### config.mk
export PLATFORM = sky130hd
export DESIGN_NAME = mem_access
export DESIGN_NICKNAME = d
export VERILOG_FILES = /design/src/rtl/mem_pkg.sv /design/src/rtl/mem_access_load_align.sv /design/src/rtl/mem_access.sv
export SDC_FILE = /design/constraint.sdc
export NUM_CORES = 1
export LEC_CHECK = 0
export ABC_AREA = 1
export BUFFER_PORTS_ARGS = -buffer_cell sky130_fd_sc_hd__buf_2
export CORE_MARGIN = 3
export CORE_UTILIZATION = 56
export DETAILED_ROUTE_END_ITERATION = 16
export PLACE_DENSITY = 0.86
export SETUP_SLACK_MARGIN = 0.3
export SLEW_MARGIN = 10
export SYNTH_ARGS = -nofsm -noshare
export SYNTH_HDL_FRONTEND = slang
export SYNTH_SLANG_ARGS = --single-unit
### constraint.sdc
create_clock -name clk -period 5.13 [get_ports clk]
set_input_delay 0.513 -clock clk [delete_from_list [all_inputs] [get_ports clk]]
set_output_delay 0.513 -clock clk [all_outputs]
set_load 0.005 [all_outputs]
### src/rtl/mem_pkg.sv
// Shared types and lane helpers for the MEM-stage load/store unit.
package mem_pkg;

  typedef enum logic [1:0] {
    SZ_B = 2'b00,
    SZ_H = 2'b01,
    SZ_W = 2'b10,
    SZ_X = 2'b11
  } size_e;

  typedef enum logic [1:0] {
    IDLE = 2'b00,
    REQ  = 2'b01,
    WAIT = 2'b10
  } state_e;

  typedef enum logic [1:0] {
    M2R_ALU  = 2'b00,
    M2R_LOAD = 2'b01,
    M2R_PC4  = 2'b10
  } m2r_e;

  function automatic logic misaligned(size_e size, logic [1:0] off);
    case (size)
      SZ_B:    return 1'b0;
      SZ_H:    return off[0];
      SZ_W:    return off != 2'b00;
      default: return 1'b1;
    endcase
  endfunction

  function automatic logic [3:0] byte_en(size_e size, logic [1:0] off);
    case (size)
      SZ_B:    return 4'b0001 << off;
      SZ_H:    return off[1] ? 4'b1100 : 4'b0011;
      default: return 4'b1111;
    endcase
  endfunction

  // Replicating the datum puts it on every lane; byte enables pick the one written.
  function automatic logic [31:0] store_data(size_e size, logic [31:0] wdata);
    case (size)
      SZ_B:    return {4{wdata[7:0]}};
      SZ_H:    return {2{wdata[15:0]}};
      default: return wdata;
    endcase
  endfunction

endpackage

### src/rtl/mem_access_load_align.sv
// Load alignment: selects the addressed lane of a read word and sign/zero-extends it.
module load_align
  import mem_pkg::*;
(
  input  logic [31:0] rdata,
  input  logic [1:0]  addr,
  input  logic [1:0]  size,
  input  logic        uns,
  output logic [31:0] data
);

  logic [31:0] sh;

  always_comb begin
    sh = rdata >> {addr, 3'b000};
    case (size_e'(size))
      SZ_B:    data = uns ? {24'b0, sh[7:0]}  : {{24{sh[7]}}, sh[7:0]};
      SZ_H:    data = uns ? {16'b0, sh[15:0]} : {{16{sh[15]}}, sh[15:0]};
      default: data = sh;
    endcase
  end

endmodule

### src/rtl/mem_access.sv
// MEM-stage load/store unit: EX op -> valid/ready dmem transaction -> registered WB result.
module mem_access
  import mem_pkg::*;
#(
  parameter int ADDR_W         = 32,
  parameter int TIMEOUT_CYCLES = 255
) (
  input  logic              clk,
  input  logic              rst,
  input  logic              ex_valid,
  input  logic              flush_i,
  input  logic              ex_memrd,
  input  logic              ex_memwr,
  input  logic [1:0]        ex_size,
  input  logic              ex_unsigned,
  input  logic [ADDR_W-1:0] ex_addr,
  input  logic [31:0]       ex_wdata,
  input  logic [31:0]       ex_alu,
  input  logic [1:0]        ex_mem2reg,
  input  logic              ex_regw,
  input  logic [4:0]        ex_rd,
  output logic              stall_o,
  output logic              dmem_req,
  output logic              dmem_we,
  output logic [ADDR_W-1:0] dmem_addr,
  output logic [3:0]        dmem_be,
  output logic [31:0]       dmem_wdata,
  input  logic              dmem_ready,
  input  logic              dmem_rvalid,
  input  logic [31:0]       dmem_rdata,
  output logic              wb_valid,
  output logic [1:0]        wb_mem2reg,
  output logic              wb_regw,
  output logic [4:0]        wb_rd,
  output logic [31:0]       wb_result,
  output logic              misalign_o,
  output logic              bus_err_o
);

  localparam int CNT_W = $clog2(TIMEOUT_CYCLES + 1);

  state_e           state, state_nxt;
  logic [CNT_W-1:0] cnt;
  logic             timeout;
  logic             is_mem, misal;
  logic             start, pass, done_mem, abort;
  logic             flush_pend;

  logic [1:0]  off_q;
  logic [1:0]  size_q;
  logic        uns_q;
  logic [31:0] alu_q;
  logic [1:0]  m2r_q;
  logic        regw_q;
  logic [4:0]  rd_q;
  logic [31:0] ld_data;

  assign is_mem  = ex_memrd | ex_memwr;
  assign misal   = is_mem & misaligned(size_e'(ex_size), ex_addr[1:0]);
  assign timeout = (cnt == CNT_W'(TIMEOUT_CYCLES));

  always_ff @(posedge clk or negedge rst) begin
    if (!rst) state <= IDLE;
    else      state <= state_nxt;
  end

  // NOTE: every always_comb output gets a default first, so no path can infer a latch.
  always_comb begin
    state_nxt = state;
    stall_o   = 1'b0;
    dmem_req  = 1'b0;
    start     = 1'b0;
    pass      = 1'b0;
    done_mem  = 1'b0;
    abort     = 1'b0;
    unique case (state)
      IDLE: begin
        // Qualified by rst so stall_o drops with the asynchronous reset too.
        if (ex_valid && rst) begin
          if (is_mem && !misal && !flush_i) begin
            start     = 1'b1;
            stall_o   = 1'b1;
            state_nxt = REQ;
          end else begin
            pass = 1'b1;
          end
        end
      end
      REQ: begin
        if (timeout) begin
          abort     = 1'b1;
          state_nxt = IDLE;
        end else begin
          dmem_req = 1'b1;
          if (dmem_ready && dmem_we) begin
            done_mem  = 1'b1;
            state_nxt = IDLE;
          end else begin
            stall_o = 1'b1;
            if (dmem_ready) state_nxt = WAIT;
          end
        end
      end
      WAIT: begin
        if (dmem_rvalid) begin
          done_mem  = 1'b1;
          state_nxt = IDLE;
        end else if (timeout) begin
          abort     = 1'b1;
          state_nxt = IDLE;
        end else begin
          stall_o = 1'b1;
        end
      end
      default: state_nxt = IDLE;
    endcase
  end

  load_align u_align (
    .rdata (dmem_rdata),
    .addr  (off_q),
    .size  (size_q),
    .uns   (uns_q),
    .data  (ld_data)
  );

  // NOTE: sequential state uses non-blocking assignments only, so every register
  // samples pre-edge values regardless of statement order.
  always_ff @(posedge clk or negedge rst) begin
    if (!rst) begin
      dmem_we    <= 1'b0;
      dmem_addr  <= '0;
      dmem_be    <= '0;
      dmem_wdata <= '0;
      off_q      <= '0;
      size_q     <= '0;
      uns_q      <= 1'b0;
      alu_q      <= '0;
      m2r_q      <= '0;
      regw_q     <= 1'b0;
      rd_q       <= '0;
      flush_pend <= 1'b0;
      cnt        <= '0;
      wb_valid   <= 1'b0;
      wb_mem2reg <= '0;
      wb_regw    <= 1'b0;
      wb_rd      <= '0;
      wb_result  <= '0;
      misalign_o <= 1'b0;
      bus_err_o  <= 1'b0;
    end else begin
      wb_valid   <= 1'b0;
      misalign_o <= 1'b0;
      bus_err_o  <= 1'b0;

      if (start) begin
        dmem_we    <= ex_memwr;
        dmem_addr  <= {ex_addr[ADDR_W-1:2], 2'b00};
        dmem_be    <= byte_en(size_e'(ex_size), ex_addr[1:0]);
        dmem_wdata <= store_data(size_e'(ex_size), ex_wdata);
        off_q      <= ex_addr[1:0];
        size_q     <= ex_size;
        uns_q      <= ex_unsigned;
        alu_q      <= ex_alu;
        m2r_q      <= ex_mem2reg;
        regw_q     <= ex_regw;
        rd_q       <= ex_rd;
        flush_pend <= flush_i;
        cnt        <= '0;
      end else if (state != IDLE) begin
        flush_pend <= (state_nxt == IDLE) ? 1'b0 : (flush_pend | flush_i);
        cnt        <= cnt + 1'b1;
      end

      if (pass) begin
        wb_valid   <= 1'b1;
        wb_result  <= ex_alu;
        wb_mem2reg <= ex_mem2reg;
        wb_rd      <= ex_rd;
        wb_regw    <= ex_regw & ~flush_i & ~misal;
        misalign_o <= misal;
      end

      if (done_mem || abort) begin
        wb_valid   <= 1'b1;
        wb_result  <= (dmem_we || abort) ? alu_q : ld_data;
        wb_mem2reg <= m2r_q;
        wb_rd      <= rd_q;
        wb_regw    <= regw_q & ~flush_pend & ~flush_i & ~abort;
        bus_err_o  <= abort;
      end
    end
  end

endmodule

Word-level counts from Yosys, hierarchy flattened --
Index checks and enable logic that the tools add are counted.
Storage, ports and cells: output and inout port bits 114, word-level logic and storage cells 110, input bits 147, bits in registers 166
Operators by class: bitwise logic cells 12, mux-type cells 52, shift operators 2, reductions and logical operators 16, eq/ne operators 6, add/sub/neg operators 1
Operators by type and width (count):
- $mux 32 | 5
- $pmux 32 s2 | 2
- $shr 32x5->32 | 1
- $mux 1 | 25
- $mux 2 | 9
- $mux 8 | 2
- $mux 5 | 2
- $add 8x1->8 const B | 1
- $eq 8x8->1 const B | 1
- $logic_not 2->1 | 4
- $pmux 4 s2 | 1
- $reduce_bool 2->1 | 4
- $and 1x1->1 | 6
- $eq 2x1->1 const B | 3
- $pmux 1 s3 | 2
- $pmux 2 s3 | 1
- $eq 2x2->1 const B | 2
- $logic_and 1x1->1 | 4
- $mux 4 | 1
- $not 1->1 | 4
- $pmux 1 s2 | 2
- $shl 1x2->4 const A | 1
- $logic_not 1->1 | 2
- $logic_or 1x1->1 | 2
- $or 1x1->1 | 2

Depth between registers and ports, before layout --
Gate-level depths: netlist of run 1.
depth in word-level cells 13, mapped depth 14, gate-level depth less buffers 12

By module --
From an unflattened synthesis of run 1, not the netlist that was laid out.
Second synthesis, totals: cell total of the unflattened synthesis 1126, area, all modules 8558.2 µm²
By module, submodules not included:
- mem_access | cells an instance 952, seq. area each 4154.0 µm², times used 1, area each 7654.8 µm²
- load_align | cells an instance 174, seq. area each 0.0 µm², times used 1, area each 903.4 µm²

Worst setup path before layout of run 1 --
OpenSTA, ideal clock, no wires.
kind reg-to-output, from reg state[1], to out stall_o, setup slack 2.917 ns, required time 4.617 ns, buffers on the path 3, cell stages (with the launch flop) 12, arrival 1.700 ns, cells stage by stage dfrtp_1 -> inv_1 -> ha_1 -> buf_2 -> inv_2 -> nor2_2 -> inv_2 -> nor2_4 -> inv_2 -> buf_6 -> buf_2 -> a31oi_1
Between the ends: word-level cells in the longest chain between the ends 2, elaborated cells on any way between the ends 4, classes of those cells 2 x eq/ne; 1 x mux; 1 x reduce/logical
Ends and longest elaborated chain:
- start: declaration | line mem_access.sv:42 | state_e state, state_nxt;
- start signal: assignment | line mem_access.sv:64 | else state <= state_nxt;
- $eq 2x2->1 (tied with other cells) | line mem_access.sv:76 | unique case (state)
- $pmux 1 s3 * | line mem_access.sv:76
- end: declaration | line mem_access.sv:22 | output logic stall_o,
Every way passes the cells marked *; elsewhere a longest branch is shown, timed or not.

Worst setup path in the final report of run 1 --
from reg cnt[0], to reg wb_result[30]
Between the ends: word-level cells in the longest chain between the ends 7, elaborated cells on any way between the ends 11, classes of those cells 1 x eq/ne; 7 x mux; 3 x reduce/logical
Ends and longest elaborated chain:
- start: declaration | line mem_access.sv:43 | logic [CNT_W-1:0] cnt;
- start signal: assignment | line mem_access.sv:172 | cnt <= cnt + 1'b1;
- $eq 8x8->1 * | line mem_access.sv:60 | assign timeout = (cnt == CNT_W'(TIMEOUT_CYCLES));
- $mux 1 | line mem_access.sv:90, mem_access.sv:108
- $mux 1 | line mem_access.sv:105 | if (dmem_rvalid) begin
- $pmux 1 s2 | line mem_access.sv:76
- $logic_or 1x1->1 | line mem_access.sv:186 | wb_result <= (dmem_we || abort) ? alu_q : ld_data;
- $mux 32 | line mem_access.sv:186
- $mux 32 | line mem_access.sv:184 | if (done_mem || abort) begin
- end signal: assignment | line mem_access.sv:177 | wb_result <= ex_alu;
- end signal: assignment | line mem_access.sv:186
- end: declaration | line mem_access.sv:35 | output logic [31:0] wb_result,
Marked as above. A chain may end at the register's enable or synchronous reset.

==> results of run 1 <==
[metrics by stage]
stage               utilization  hold slack (ns)  std cells  power (mW)  setup slack (ns)
floorplan                     -            0.217       1134        3.55              2.92
global placement          0.658            0.453       1509        4.33              2.13
detailed placement        0.658            0.455       1509        4.39              2.03
CTS                       0.702           0.0706       1541        5.81              2.01
global route              0.702           0.0809       1541        6.23              1.70
finish                    0.702           0.0559       1541        5.79              1.96
[registers in the layout, summed over array words and instances, names as in the netlist, 2 cells and up]
signal,flops
state,2
cnt,8
rd_q,5
wb_rd,5
wb_result,32
m2r_q,2
dmem_wdata,32
off_q,2
dmem_addr,30
dmem_be,4
alu_q,32
wb_mem2reg,2
size_q,2
[routing by layer]
| layer | vias to the layer above | global-route usage | wire (um) |
|---|---|---|---|
| met5 | - | 0 | 0 |
| met4 | 0 | 0.105 | 581 |
| met3 | 48 | 0.0726 | 2390 |
| met2 | 451 | 0.472 | 11500 |
| met1 | 3853 | 0.389 | 9780 |
| li1 | 4074 | - | - |
[synthesized netlist by cell type]
cell type	instances	area, um2
o22ai_1	1	6.26
xor2_1	1	8.76
buf_1	1	3.75
nor2_1	33	124
dfrtp_1	166	4150
inv_1	55	206
nor2_4	2	22.5
nor3_1	1	5.00
ha_1	5	62.6
buf_4	8	60.1
clkbuf_1	20	75.1
nand2_1	504	1890
a21oi_1	30	150
nand3b_1	1	7.51
o32ai_1	1	8.76
o21bai_1	1	7.51
nor2_2	1	6.26
o21ai_2	1	8.76
nand4_1	67	419
o21ai_1	35	175
nor3_2	1	10.0
inv_2	7	26.3
nand2_2	3	18.8
conb_1	1	3.75
buf_2	42	210
o21ai_0	49	245
o21a_1	1	7.51
nand3_1	87	435
a31oi_1	3	18.8
nand3_2	1	10.0
buf_6	4	45.0
[path summary, 6_finish.rpt]
check                              start            end  slack, ns
max                               cnt[0]  wb_result[30]       1.96
min                                  rst  wb_result[10]       0.06
max reg2reg                       cnt[0]  wb_result[30]       1.96
min reg2reg                dmem_addr[30]  dmem_addr[30]       0.47
max in group asynchronous            rst      alu_q[13]       3.90
min in group clk             ex_addr[30]  dmem_addr[30]       0.28
[critical path: stages (launching register included)]
cell	delay (ns)
dfrtp_1	0.41
ha_1	0.22
nand2_1	0.11
nor2_4	0.06
nand2_2	0.13
nand2_1	0.09
o21ai_1	0.19
nand2_2	0.54
nand2_2	0.51
buf_4	0.37
inv_2	0.23
nand2_1	0.10
nand2_1	0.06
[cell type report]
class	instances	area, um2
clock inverters	14	198
inverters	62	235
fillers	1213	4370
multi-input cells	831	3660
well taps	184	230
clock buffers	18	439
repair buffers	266	1360
flip-flops and latches	166	4150
[placed cells by master (no fill, tap or decap), types with 4 or more instances in the layout]
| cell | netlist | routed |
|---|---|---|
| inv_1 | 55 | 55 |
| buf_2 | 42 | 257 |
| ha_1 | 5 | 5 |
| nand4_1 | 67 | 67 |
| o21ai_1 | 35 | 35 |
| inv_2 | 7 | 6 |
| nand2_1 | 504 | 504 |
| inv_6 | 0 | 4 |
| nand3_1 | 87 | 86 |
| a21oi_1 | 30 | 30 |
| clkbuf_16 | 0 | 17 |
| bufinv_16 | 0 | 4 |
| o21ai_0 | 49 | 49 |
| buf_4 | 8 | 8 |
| nor2_1 | 33 | 32 |
| dfrtp_1 | 166 | 166 |
[cells by family after synthesis]
family,synth area share
compound gates,0.0745
xor+xnor,0.00104
fa+ha+maj,0.00742
buf+inv,0.0743
flops,0.493
other cells,0.000445
simple gates,0.350
[power by group]
group	total [mW]	switching [mW]	internal [mW]
registers	2.29	0.390	1.90
clock network	1.38	0.549	0.834
logic	2.12	1.26	0.853
total	5.79	2.20	3.58
==> run metrics, run 1 <==
outcome=finished, final reports clean; Yosys reg bits=around 170; area of the core=0.0146 mm2; CP required=roughly 5.4 ns; first-pass GRT wire length=38700 um; Via density=around 5.5; Final period util=0.618; sequential area share after synthesis=0.493; Final Hold Fails=0; RD Place Congestion=0.946; die height=129 um; DP HPWL=16300 um; drc violations=0; skew final=slightly above 0.004 ns; clk sinks=166; chip width=129 um; Site Rows=44; clk_lat worst skew=0.42 ns; startpoint types=flop; Max Freq=about 0.32 GHz; Mean Syn Cell Area=7.44 um2; num ports=261; DRT Pass-1 Iters=5; logic depth of the worst register-to-register path=12; Post-CTS Setup Bufs=0; Syn-to-layout area delta=21.9%; Pleak=5.74 nW; Antenna Cells=0; Syn Inst Count=1133; vias in the first global route=7734; antenna violations before repair=0; Slew Limit Fails=0; CP Class=reg2reg; share of cells above drive strength 1=0.233; Worst Tran Pin Value=1.27 ns; Slew HR=0.153; pwr dens=563 mW/mm2; Hold Path Class=in2async; GRT Residual Overflow=0; Initial Utilization=0.576; post-synth cell types=31; RSZ-0062 raised after global routing=false; GRT Util Overall=0.293; Clock transition at path regs=~0.060 ns; Routed WL=approximately 24000 um; Wirelength per Cell=15.7 um; synthesized cell area=0.00843 mm2; largest net degree at the start of global routing=100; violation count after the first detailed-route iteration=between 700 and 800; Antenna Nets Post-Route=0; CTS resizes=0; Setup TNS Final=0 ns; YS warnings=0; vias=8426; min Tclk post-route=3.17 ns; CTS Root Cell=clkbuf_16; CP arrival=3.48 ns; placed standard-cell area=roughly 0.0096 mm2; Layout Nets=1496; hold buffers post-CTS=0; H-tree lvl count=4; max cap viols=0; CP max FO=49; Longest Clk Path Bufs=2; design area=0.0103 mm2; Peak VDD IR=334 uV; port buffer count=between 200 and 300; endpoint type of the worst setup path=flop; Num CTS Buffers=17; die area=0.0166 mm2; clock tree from TritonCTS=yes; final setup vio count=0
Note: power is estimated with default switching activity, not from simulation.
==> inputs of run 2 (changes only) <==
CORE_UTILIZATION = 47   (was 56)
PLACE_DENSITY = 0.77   (was 0.86)
clock period = 2.6 ns   (was 5.13 ns; I/O delays follow)
==> run 2 against run 1 <==
Against the previous run: sequential share of layout area is 1.0 points lower; core utilization is 9.6 points lower; sequential power is 93% higher; power is 97% higher; final cell count is 4.0% higher; clock skew is 0.0065 ns higher; global-route usage is 3.5 points lower; register-to-register slack worse by 1.6 ns; final area is 2.6% higher; combinational power is 110% higher; critical path type is now reg2out; critical endpoint is now stall_o; largest power group is now combinational cells.
==> run metrics, run 2 (synthesis gave the netlist of run 1 again) <==
outcome=finished, final reports clean; Clock transition at path regs=0.07 ns (about the same); skew final=0.0106 ns (+0.00653 ns); port buffer count=258 (unchanged); RD Place Congestion=0.908 (-4.1%); largest net degree at the start of global routing=108 (+8.0%); CP max FO=13 (-73%); commonest non-fill, non-tap cells in the layout=504 x nand2_1, 257 x buf_2, 165 x dfrtp_1, 85 x nand3_1, 67 x nand4_1; Longest Clk Path Bufs=2 (unchanged); vias in the first global route=7947 (+2.8%); Pleak=5.84 nW (+1.8%); Layout Nets=1517 (+1.4%); Routed WL=25600 um (+5.7%); biggest regs=alu_q x32, dmem_wdata x32, wb_result x32; GRT Residual Overflow=0 (unchanged); Antenna Nets Post-Route=0 (unchanged); R2R Path Start=state[1]; CP Class=reg2out; area of the core=0.0174 mm2 (+19%); startpoint types=flop; Initial Utilization=0.484 (-0.0917); share of cells above drive strength 1=0.247 (+0.0139); Antenna Cells=0 (unchanged); Site Rows=48 (+9.1%); Hold Worst Slack=0.0269 ns (-0.0289 ns); clock tree from TritonCTS=yes; final setup vio count=0 (unchanged); pre-CTS setup slack=0.225 ns (-1.80 ns); clk sinks=166 (unchanged); chip width=140 um (+8.7%); min Tclk post-route=2.21 ns; endpoint type of the worst setup path=output port; CTS Root Cell=clkbuf_16; Peak VDD IR=486 uV (+46%); Setup TNS Final=0 ns (unchanged); final core utilization=0.605 (-0.0964); Wirelength per Cell=16.0 um (+1.6%); pwr dens=1080 mW/mm2 (+92%); first-pass GRT wire length=41100 um (+6.3%); register area=0.00416 mm2 (about the same); Syn-to-layout area delta=25.0%; die height=140 um (+8.7%); Slew HR=0.379 (+0.226); GRT Util Overall=0.259 (-0.0346); H-tree lvl count=4 (unchanged); CP arrival=1.95 ns (-1.53 ns); CP Launch Point=state[1]; Final Hold Fails=0 (unchanged); fin worst setup slack=0.387 ns (-1.57 ns); Filler cells=1581 (+30%); violation count after the first detailed-route iteration=750 (-4.9%); drc violations=0 (unchanged); Final period util=0.851; vias=8540 (+1.4%); Via density=5.33 (-2.6%); DP HPWL=17100 um (+4.9%); Finished Layout Cells=1603 (+4.0%); antenna violations before repair=1 (+1); Max Freq=approximately 0.45 GHz; Slew Limit Fails=0 (unchanged); hold wc startpoint=ex_addr[3]; max cap viols=0 (unchanged); multi-input logic area=0.00369 mm2 (+0.75%); Num CTS Buffers=17 (unchanged); clk_lat worst skew=0.43 ns (about the same); Post-Place Cells=1561 (+3.4%); die area=0.0196 mm2 (+18%); Hold Path Class=in2reg; Worst Tran Pin Value=0.928 ns (-0.341 ns); CP required=2.34 ns (-3.10 ns); DRT Pass-1 Iters=5 (unchanged); num ports=261 (unchanged); most common cell after layout, fill and taps aside=nand2_1; RSZ-0062 raised after global routing=true
run 2: cell count changes in the layout (fill, tap and decap cells not counted), sizes merged:
| cell | previous run | this run |
|---|---|---|
| clkinv | 4 | 5 |
| dlygate4sd3 | 0 | 1 |
| clkinvlp | 2 | 1 |
| clkbuf | 18 | 23 |
| buf | 266 | 284 |
| bufinv | 4 | 1 |
run 2: layout make-up:
class / instances / area share
well taps: 225 / 0.0267
clock buffers: 23 / 0.0472
inverters: 62 / 0.0233
multi-input cells: 831 / 0.350
repair buffers: 285 / 0.148
flip-flops and latches: 166 / 0.394
clock inverters: 9 / 0.00866
repair inverters: 2 / 0.00166
run 2: worst max-delay path, cell delays in order, from the launching register on:
cell	delay, ns
dfrtp_2	0.42
inv_2	0.09
ha_4	0.17
inv_2	0.09
nor2_4	0.13
inv_2	0.05
nor2_4	0.22
inv_12	0.08
a31oi_1	0.13
buf_2	0.14
run 2: routing by layer:
metal | up-vias | global-route usage | share of wire
met4 | 2 | 0.0678 | 0.016
met1 | 3968 | 0.349 | 0.42
met5 | - | 0 | 0.00027
met2 | 395 | 0.415 | 0.47
li1 | 4136 | - | -
met3 | 39 | 0.0727 | 0.094
run 2: worst paths after layout:
check / endpoint / slack (ns) / depth (start not counted)
min in group asynchronous: wb_result[18] / 0.50 / 3
min reg2reg: dmem_addr[30] / 0.47 / 2
max in group asynchronous: state[1] / 0.85 / 4
max reg2reg: dmem_be[0] / 0.39 / 11
min: dmem_addr[3] / 0.03 / 3
max: stall_o / 0.39 / 9
run 2: stage by stage:
stage | total power [mW] | area (um2)
after floorplan | 7.00 | 8440
after global placement | 8.68 | 9830
after detailed placement | 8.80 | 9830
after CTS | 11.4 | 10500
after global routing | 12.3 | 10500
final | 11.4 | 10500
run 2: where the power goes:
group          internal, mW  total [mW]  switching, mW
Clock                  1.45        2.52           1.06
Sequential             3.75        4.43          0.684
Combinational          1.82        4.46           2.64
Total                  7.02        11.4           4.39
run 2: timing repair:
item                       4_1_cts  5_1_grt
cloned                           1        1
setup endpoints to repair       29       46
pin swaps                        1        2
buffers inserted                 2        5
gates resized for setup          8        5
hold endpoints to repair       106        0
hold buffers                     1        0
